`config.mk`:
```
export PLATFORM = sky130hd
export DESIGN_NAME = aes_key_expand
export DESIGN_NICKNAME = d
export VERILOG_FILES = /design/src/rtl/aes_pkg.sv /design/src/rtl/aes_sbox_word.sv /design/src/rtl/aes_key_expand.sv
export SDC_FILE = /design/constraint.sdc
export NUM_CORES = 2
export LEC_CHECK = 0
export CAP_MARGIN = 20
export CORE_ASPECT_RATIO = 1.5
export CORE_MARGIN = 5
export CORE_UTILIZATION = 50
export CTS_CLUSTER_SIZE = 10
export DETAILED_ROUTE_END_ITERATION = 10
export PLACE_DENSITY = 0.84
export SYNTH_ARGS = -nofsm -noshare
export SYNTH_HDL_FRONTEND = slang
export SYNTH_HIERARCHICAL = 1
export SYNTH_SLANG_ARGS = --single-unit
```
`constraint.sdc`:
```
create_clock -name clk -period 11.7 [get_ports clk]
set_input_delay 2.34 -clock clk [delete_from_list [all_inputs] [get_ports clk]]
set_output_delay 2.34 -clock clk [all_outputs]
set_load 0.05 [all_outputs]
```
`src/rtl/aes_pkg.sv`:
```
// Shared definitions for the AES key-expansion block: key-length encodings,
// Nk/Nr lookups, the round-constant seed, GF(2^8) xtime and the FSM state type.
package aes_pkg;

    // key_len encodings as seen on the key_len port
    localparam logic [1:0] KEY_LEN_128 = 2'b00;
    localparam logic [1:0] KEY_LEN_192 = 2'b01;
    localparam logic [1:0] KEY_LEN_256 = 2'b10;

    // First round constant of every expansion
    localparam logic [7:0] RCON_INIT = 8'h01;

    typedef enum logic {
        ST_IDLE   = 1'b0,
        ST_EXPAND = 1'b1
    } state_t;

    // Key length in 32-bit words; 0 flags the reserved encoding
    function automatic logic [3:0] nk_of(input logic [1:0] key_len);
        case (key_len)
            KEY_LEN_128: nk_of = 4'd4;
            KEY_LEN_192: nk_of = 4'd6;
            KEY_LEN_256: nk_of = 4'd8;
            default:     nk_of = 4'd0;
        endcase
    endfunction

    // Number of rounds; 0 flags the reserved encoding
    function automatic logic [3:0] nr_of(input logic [1:0] key_len);
        case (key_len)
            KEY_LEN_128: nr_of = 4'd10;
            KEY_LEN_192: nr_of = 4'd12;
            KEY_LEN_256: nr_of = 4'd14;
            default:     nr_of = 4'd0;
        endcase
    endfunction

    // Multiply by x in GF(2^8) modulo x^8 + x^4 + x^3 + x + 1
    function automatic logic [7:0] xtime(input logic [7:0] b);
        xtime = {b[6:0], 1'b0} ^ (b[7] ? 8'h1b : 8'h00);
    endfunction

    // Cyclic left rotation of a word by one byte
    function automatic logic [31:0] rot_word(input logic [31:0] w);
        rot_word = {w[23:0], w[31:24]};
    endfunction

endpackage

```
`src/rtl/aes_sbox_word.sv`:
```
// SubWord: applies the FIPS-197 S-box to each byte of a 32-bit word.
// Purely combinational; one instance is shared by both SubWord cases of the
// key schedule.
module aes_sbox_word (
    input  logic [31:0] i_word,
    output logic [31:0] o_word
);

    // S-box table, entry 0 leftmost
    localparam logic [0:255][7:0] SBOX = {
        8'h63, 8'h7c, 8'h77, 8'h7b, 8'hf2, 8'h6b, 8'h6f, 8'hc5, 8'h30, 8'h01, 8'h67, 8'h2b, 8'hfe, 8'hd7, 8'hab, 8'h76,
        8'hca, 8'h82, 8'hc9, 8'h7d, 8'hfa, 8'h59, 8'h47, 8'hf0, 8'had, 8'hd4, 8'ha2, 8'haf, 8'h9c, 8'ha4, 8'h72, 8'hc0,
        8'hb7, 8'hfd, 8'h93, 8'h26, 8'h36, 8'h3f, 8'hf7, 8'hcc, 8'h34, 8'ha5, 8'he5, 8'hf1, 8'h71, 8'hd8, 8'h31, 8'h15,
        8'h04, 8'hc7, 8'h23, 8'hc3, 8'h18, 8'h96, 8'h05, 8'h9a, 8'h07, 8'h12, 8'h80, 8'he2, 8'heb, 8'h27, 8'hb2, 8'h75,
        8'h09, 8'h83, 8'h2c, 8'h1a, 8'h1b, 8'h6e, 8'h5a, 8'ha0, 8'h52, 8'h3b, 8'hd6, 8'hb3, 8'h29, 8'he3, 8'h2f, 8'h84,
        8'h53, 8'hd1, 8'h00, 8'hed, 8'h20, 8'hfc, 8'hb1, 8'h5b, 8'h6a, 8'hcb, 8'hbe, 8'h39, 8'h4a, 8'h4c, 8'h58, 8'hcf,
        8'hd0, 8'hef, 8'haa, 8'hfb, 8'h43, 8'h4d, 8'h33, 8'h85, 8'h45, 8'hf9, 8'h02, 8'h7f, 8'h50, 8'h3c, 8'h9f, 8'ha8,
        8'h51, 8'ha3, 8'h40, 8'h8f, 8'h92, 8'h9d, 8'h38, 8'hf5, 8'hbc, 8'hb6, 8'hda, 8'h21, 8'h10, 8'hff, 8'hf3, 8'hd2,
        8'hcd, 8'h0c, 8'h13, 8'hec, 8'h5f, 8'h97, 8'h44, 8'h17, 8'hc4, 8'ha7, 8'h7e, 8'h3d, 8'h64, 8'h5d, 8'h19, 8'h73,
        8'h60, 8'h81, 8'h4f, 8'hdc, 8'h22, 8'h2a, 8'h90, 8'h88, 8'h46, 8'hee, 8'hb8, 8'h14, 8'hde, 8'h5e, 8'h0b, 8'hdb,
        8'he0, 8'h32, 8'h3a, 8'h0a, 8'h49, 8'h06, 8'h24, 8'h5c, 8'hc2, 8'hd3, 8'hac, 8'h62, 8'h91, 8'h95, 8'he4, 8'h79,
        8'he7, 8'hc8, 8'h37, 8'h6d, 8'h8d, 8'hd5, 8'h4e, 8'ha9, 8'h6c, 8'h56, 8'hf4, 8'hea, 8'h65, 8'h7a, 8'hae, 8'h08,
        8'hba, 8'h78, 8'h25, 8'h2e, 8'h1c, 8'ha6, 8'hb4, 8'hc6, 8'he8, 8'hdd, 8'h74, 8'h1f, 8'h4b, 8'hbd, 8'h8b, 8'h8a,
        8'h70, 8'h3e, 8'hb5, 8'h66, 8'h48, 8'h03, 8'hf6, 8'h0e, 8'h61, 8'h35, 8'h57, 8'hb9, 8'h86, 8'hc1, 8'h1d, 8'h9e,
        8'he1, 8'hf8, 8'h98, 8'h11, 8'h69, 8'hd9, 8'h8e, 8'h94, 8'h9b, 8'h1e, 8'h87, 8'he9, 8'hce, 8'h55, 8'h28, 8'hdf,
        8'h8c, 8'ha1, 8'h89, 8'h0d, 8'hbf, 8'he6, 8'h42, 8'h68, 8'h41, 8'h99, 8'h2d, 8'h0f, 8'hb0, 8'h54, 8'hbb, 8'h16
    };

    assign o_word = {SBOX[i_word[31:24]], SBOX[i_word[23:16]],
                     SBOX[i_word[15:8]],  SBOX[i_word[7:0]]};

endmodule

```
`src/rtl/aes_key_expand.sv`:
```
// AES key expansion (128/192/256) producing one schedule word per cycle and
// strobing out each 128-bit round key as soon as its fourth word is known.
// Only the last MAX_NK words are kept in a sliding window.
// Build option: define AES_KEYEXP_STORE_EN to add a 15 x 128 round-key
// register file readable through rd_addr/rd_data (1-cycle read latency).
// Without it rd_data is tied to zero.
module aes_key_expand
    import aes_pkg::*;
#(
    parameter int MAX_NK = 8
) (
    input  logic         clk,
    input  logic         rst,
    input  logic         start,
    output logic         ready,
    input  logic [1:0]   key_len,
    input  logic [255:0] key,
    output logic         busy,
    output logic         rk_valid,
    output logic [3:0]   rk_idx,
    output logic [127:0] rk,
    output logic         done,
    output logic         err,
    input  logic [3:0]   rd_addr,
    output logic [127:0] rd_data
);

    localparam logic [3:0] MAX_NK_W = 4'(MAX_NK);

    // Control state
    state_t                  r_state;
    logic [3:0]              r_nk;       // Nk of the running request
    logic [5:0]              r_last;     // index of the final word
    logic [5:0]              r_i;        // word index being produced
    logic [3:0]              r_j;        // r_i mod Nk
    logic [7:0]              r_rcon;

    // Datapath state
    logic [255:0]            r_key;      // captured key, consumed MSB-first
    logic [MAX_NK-1:0][31:0] r_win;      // r_win[k] = w[i-1-k]

    // Registered outputs
    logic                    r_rk_valid;
    logic                    r_done;
    logic                    r_err;
    logic [3:0]              r_rk_idx;
    logic [127:0]            r_rk;

    logic [3:0]              w_nk_req;
    logic                    w_len_ok;
    logic                    w_accept;
    logic                    w_is_key;
    logic                    w_rk_step;
    logic [31:0]             w_far;
    logic [31:0]             w_near;
    logic [31:0]             w_sub_in;
    logic [31:0]             w_sub_out;
    logic [31:0]             w_word;
    logic [127:0]            w_rk_next;

    // Request decode: reserved encoding or a key longer than the build supports is rejected
    assign w_nk_req = nk_of(key_len);
    assign w_len_ok = (w_nk_req != 4'd0) && (w_nk_req <= MAX_NK_W);
    assign w_accept = start && (r_state == ST_IDLE);

    assign w_is_key  = r_i < {2'b00, r_nk};
    assign w_near    = r_win[0];
    assign w_rk_step = (r_state == ST_EXPAND) && (r_i[1:0] == 2'b11);

    // Select w[i-Nk] from the window according to the running key length
    always_comb begin
        // NOTE: defaulting every always_comb output first keeps the loop from inferring a latch
        w_far = '0;
        for (int k = 0; k < MAX_NK; k++) begin
            if (r_nk == 4'(k + 1)) begin
                w_far = r_win[k];
            end
        end
    end

    // One shared S-box: RotWord is applied only on the i mod Nk == 0 step
    assign w_sub_in = (r_j == 4'd0) ? rot_word(w_near) : w_near;

    aes_sbox_word u_sbox (
        .i_word (w_sub_in),
        .o_word (w_sub_out)
    );

    // Next schedule word
    always_comb begin
        w_word = w_far ^ w_near;
        if (w_is_key) begin
            w_word = r_key[255:224];
        end else if (r_j == 4'd0) begin
            w_word = w_far ^ w_sub_out ^ {r_rcon, 24'h0};
        end else if ((r_nk == 4'd8) && (r_j == 4'd4)) begin
            w_word = w_far ^ w_sub_out;
        end
    end

    // Round key completed by the word produced this cycle
    assign w_rk_next = {r_win[2], r_win[1], r_win[0], w_word};

    // FSM, word/rcon counters and output strobes
    always_ff @(posedge clk) begin
        // NOTE: non-blocking assignments so every register samples pre-edge values regardless of statement order
        if (rst) begin
            r_state    <= ST_IDLE;
            r_nk       <= 4'd4;
            r_last     <= '0;
            r_i        <= '0;
            r_j        <= '0;
            r_rcon     <= RCON_INIT;
            r_rk_valid <= 1'b0;
            r_done     <= 1'b0;
            r_err      <= 1'b0;
            r_rk_idx   <= '0;
            r_rk       <= '0;
        end else begin
            r_rk_valid <= 1'b0;
            r_done     <= 1'b0;
            r_err      <= 1'b0;
            case (r_state)
                ST_IDLE: begin
                    if (w_accept) begin
                        if (w_len_ok) begin
                            r_state <= ST_EXPAND;
                            r_nk    <= w_nk_req;
                            r_last  <= {nr_of(key_len), 2'b11};
                            r_i     <= '0;
                            r_j     <= '0;
                            r_rcon  <= RCON_INIT;
                        end else begin
                            r_err <= 1'b1;
                        end
                    end
                end
                ST_EXPAND: begin
                    r_i <= r_i + 6'd1;
                    r_j <= (r_j == r_nk - 4'd1) ? 4'd0 : r_j + 4'd1;
                    if (!w_is_key && (r_j == 4'd0)) begin
                        r_rcon <= xtime(r_rcon);
                    end
                    if (w_rk_step) begin
                        r_rk_valid <= 1'b1;
                        r_rk_idx   <= r_i[5:2];
                        r_rk       <= w_rk_next;
                    end
                    if (r_i == r_last) begin
                        r_done  <= 1'b1;
                        r_state <= ST_IDLE;
                    end
                end
                default: r_state <= ST_IDLE;
            endcase
        end
    end

    // Key capture and sliding window; pure datapath, always overwritten before use
    always_ff @(posedge clk) begin
        if (w_accept && w_len_ok) begin
            r_key <= key;
        end else if (r_state == ST_EXPAND) begin
            r_key <= {r_key[223:0], 32'h0};
        end
        if (r_state == ST_EXPAND) begin
            r_win <= {r_win[MAX_NK-2:0], w_word};
        end
    end

    assign ready    = (r_state == ST_IDLE);
    assign busy     = (r_state == ST_EXPAND);
    assign rk_valid = r_rk_valid;
    assign rk_idx   = r_rk_idx;
    assign rk       = r_rk;
    assign done     = r_done;
    assign err      = r_err;

`ifdef AES_KEYEXP_STORE_EN
    logic [127:0] r_store [15];
    logic [127:0] r_rd_data;
    logic         w_store_we;

    assign w_store_we = !rst && w_rk_step;

    // Round-key register file, written alongside each rk strobe
    always_ff @(posedge clk) begin
        // NOTE: storage arrays carry no reset so they map onto plain register/RAM cells and survive rst
        if (w_store_we) begin
            r_store[r_i[5:2]] <= w_rk_next;
        end
    end

    // Registered read port; addresses past the last round read as zero
    always_ff @(posedge clk) begin
        r_rd_data <= (rd_addr <= 4'd14) ? r_store[rd_addr] : '0;
    end

    assign rd_data = r_rd_data;
`else
    logic w_unused_rd_addr;

    assign w_unused_rd_addr = ^rd_addr;
    assign rd_data          = '0;
`endif

endmodule

```
==> impl_metrics.tcl <==
set metrics [dict create \
    cts_setup_buffers 0 \
    cts-htree-levels 3 \
    whs_ps 392 \
    slew_violations 0 \
    antenna_found_initial 3 \
    drive_gt1_share_pct 5.16 \
    grt_usage_pct 35.5 \
    grt_pass1_vias 37900 \
    worstMarginPinSlew_ps 1130 \
    period_needed_ps 7540 \
    ys_seq_area_share_pct 44.4 \
    synth_largest_area_cell "edfxtp_1" \
    endpoint_kind "flip-flop" \
    synth_area_leaders "edfxtp_1 (37%), nand2_1 (10%), dfxtp_1 (7.7%)" \
    critical-path-max-stage-delay_ps 870 \
    setup_viol 0 \
    vdd_drop_max_mv 0.287 \
    synth_top_area_share_pct 36.7 \
    slew_headroom_pct 22.8 \
    stdcell_count 6140 \
    post_drt_wl_per_cell_um 27.4 \
    crit_fanout 49 \
    grt_max_degree 184 \
    ant_nets 0 \
    p_leak_nw 17.7 \
    synth_common_cells "nand2_1 (1122), edfxtp_1 (512), a21oi_1 (350), o21ai_0 (292), clkbuf_1 (234)" \
    yosys_warnings 6 \
    crit_path_start "r_j[0]" \
    worstPathCellList "inv_1 -> ha_1 -> nand2b_1 -> buf_4 -> nor2_4 -> buf_4 -> nand2_1 -> o21ai_4 -> buf_4 -> inv_1 -> ha_1 -> and2_1 -> nor3_1 -> nand2b_1 -> o2bb2ai_1 -> a31oi_1 -> a211o_1 -> inv_1 -> nor3_1 -> o21ai_0 -> mux2i_1 -> nor2_1" \
    synth.cell_area_um2 41900 \
    via_count 40300 \
    syn2layout_area_growth_pct 14.5 \
    hp-class "reg2reg" \
    cp_slowest_cell "ha_1" \
    cp.arrival_ps 7930 \
    numCtsBuffers 78 \
    max-clock-path-buffers 3 \
    num-fill-cells 6976 \
    cts_tree "done" \
    coreArea_um2 83400 \
    run_status "complete, no violations" \
    critPathKind "reg2reg" \
    rsz0062_at_grt "false" \
    finalHoldViolCount 0 \
    dpl.hpwl_um 114000 \
    clk_latency_ps 660 \
    cap_violations 0 \
    firstDrtPassIters 7 \
    route.detailed.drc 0 \
    dp.cells 6006 \
    syn_avg_cell_area_um2 8.59 \
    setup_tns_ps 0 \
    power_density_nw_per_um2 172 \
    ys_ff_latch 673 \
    min_period_over_period_pct 64.4 \
    finClkSkew_ps 46.9 \
    die_h_um 365 \
    die_x_um 246 \
    max_freq_mhz 133 \
    cts_resized 0 \
    timing.rr.start "r_j[0]" \
    worstPathRequired_ps 12090 \
    clk_pin_slew_ps 60 \
    min-delay-start "r_win[210]" \
    boundaryPins 530 \
    start_util_pct 50.2 \
    via_per_inst 6.56 \
    synth_edf_count 512 \
    finalNetCount 5308 \
    rows 130 \
    yosysMostFrequentCell "nand2_1" \
    synthFlopType "edfxtp_1" \
    grt_overflow 0 \
    start_kind "flip-flop" \
    syn_inst 4880 \
    postCtsHoldBufs 0 \
    synth.distinct_cells 91 \
    cts_root_buf "clkbuf_16" \
    cts.sinks 673 \
    synthArstFlopShare_pct 0 \
    port_buffers 397 \
    wl_um 168000 \
    grt_pass1_wl_um 244000 \
    gp_congestion 1.08 \
    drt_iter0_markers 5931 \
    die-area_um2 89900 \
]
[placed cells by master (no fill, tap or decap), drive strengths merged, types with 90 or more instances in the layout]
master            n
a21oi           350
clkbuf          122
clkdlybuf4s50   396
conb            128
dfxtp           161
edfxtp          512
inv              95
nand2          1124
nand2b          124
nand3            96
nor2            231
nor3            123
o211ai           90
o21ai           341
[flip-flops by register name (all words and copies together) (netlist names)]
| register | count |
|---|---|
| r_rcon | 8 |
| r_key | 256 |
| rk_idx | 4 |
| w_near | 32 |
| r_last | 4 |
| busy | 1 |
| rk_valid | 1 |
| r_j | 4 |
| err | 1 |
| done | 1 |
| r_i | 6 |
| r_win | 224 |
| r_nk | 3 |
| rk | 128 |
[per-layer routing]
metal | vias to the layer above | global-route usage, % | wire (um)
li1 | 17500 | - | -
met1 | 18900 | 40.0 | 54300
met2 | 3039 | 58.1 | 78300
met3 | 793 | 7.86 | 17800
met4 | 4 | 28.1 | 17600
met5 | - | 0.0545 | 14
[path summary, 6_finish.rpt]
| check | end | slack [ps] | depth (start not counted) |
|---|---|---|---|
| setup / recovery | w_near[23] | 4160 | 22 |
| hold / removal | r_win[242] | 390 | 0 |
| setup reg to reg | w_near[23] | 4160 | 22 |
| hold reg to reg | r_win[242] | 390 | 0 |
[layout make-up]
| type | instances | area (um2) | share of cell area [%] |
|---|---|---|---|
| antenna | 1 | 2.50 | 0.00521 |
| clock buffer | 122 | 2160 | 4.50 |
| clock inverter | 9 | 218 | 0.454 |
| inverter | 100 | 383 | 0.798 |
| multi-input combinational | 3645 | 20700 | 43.0 |
| sequential | 673 | 18600 | 38.8 |
| tap | 1122 | 1400 | 2.93 |
| timing repair buffer | 468 | 4570 | 9.52 |
[report_power, final]
group / internal [mW] / switching, mW / leakage (nW)
clock network: 1.30 / 1.00 / 1.13
logic: 0.903 / 2.10 / 10.3
registers: 2.85 / 0.127 / 6.26
[logic make-up after synthesis]
logic type      Yosys count  share of synthesized area (%)
flops                   673                           44.4
xor+xnor                 36                          0.803
buf+inv                 689                           8.16
compound gates         1369                           21.5
other cells               1                        0.00895
mux                      76                           2.09
fa+ha+maj                77                           2.30
simple gates           1959                           20.7
[worst max-delay path, delay by kind of cell (launching register included)]
family / cells / cell delay, ps
flip-flops: 1 / 340
AO/OA/AOI/OAI: 5 / 1270
adder cells (fa/ha/maj): 2 / 1050
AND/OR/NAND/NOR: 8 / 2160
multiplexers: 1 / 290
buffers and inverters: 6 / 2090
[through the flow]
step                cell area [um2]  util (%)  setup slack [ps]  total power [mW]
finish                        48000      57.5              4160              8.28
CTS                           48000      57.5              4650              8.15
global placement              45600      54.6              4700              5.86
global route                  48000      57.5              4090              8.55
detailed placement            45600      54.6              4660              5.85
floorplan                     42400         -              1970              4.97
(Power assumes the default switching activity.)
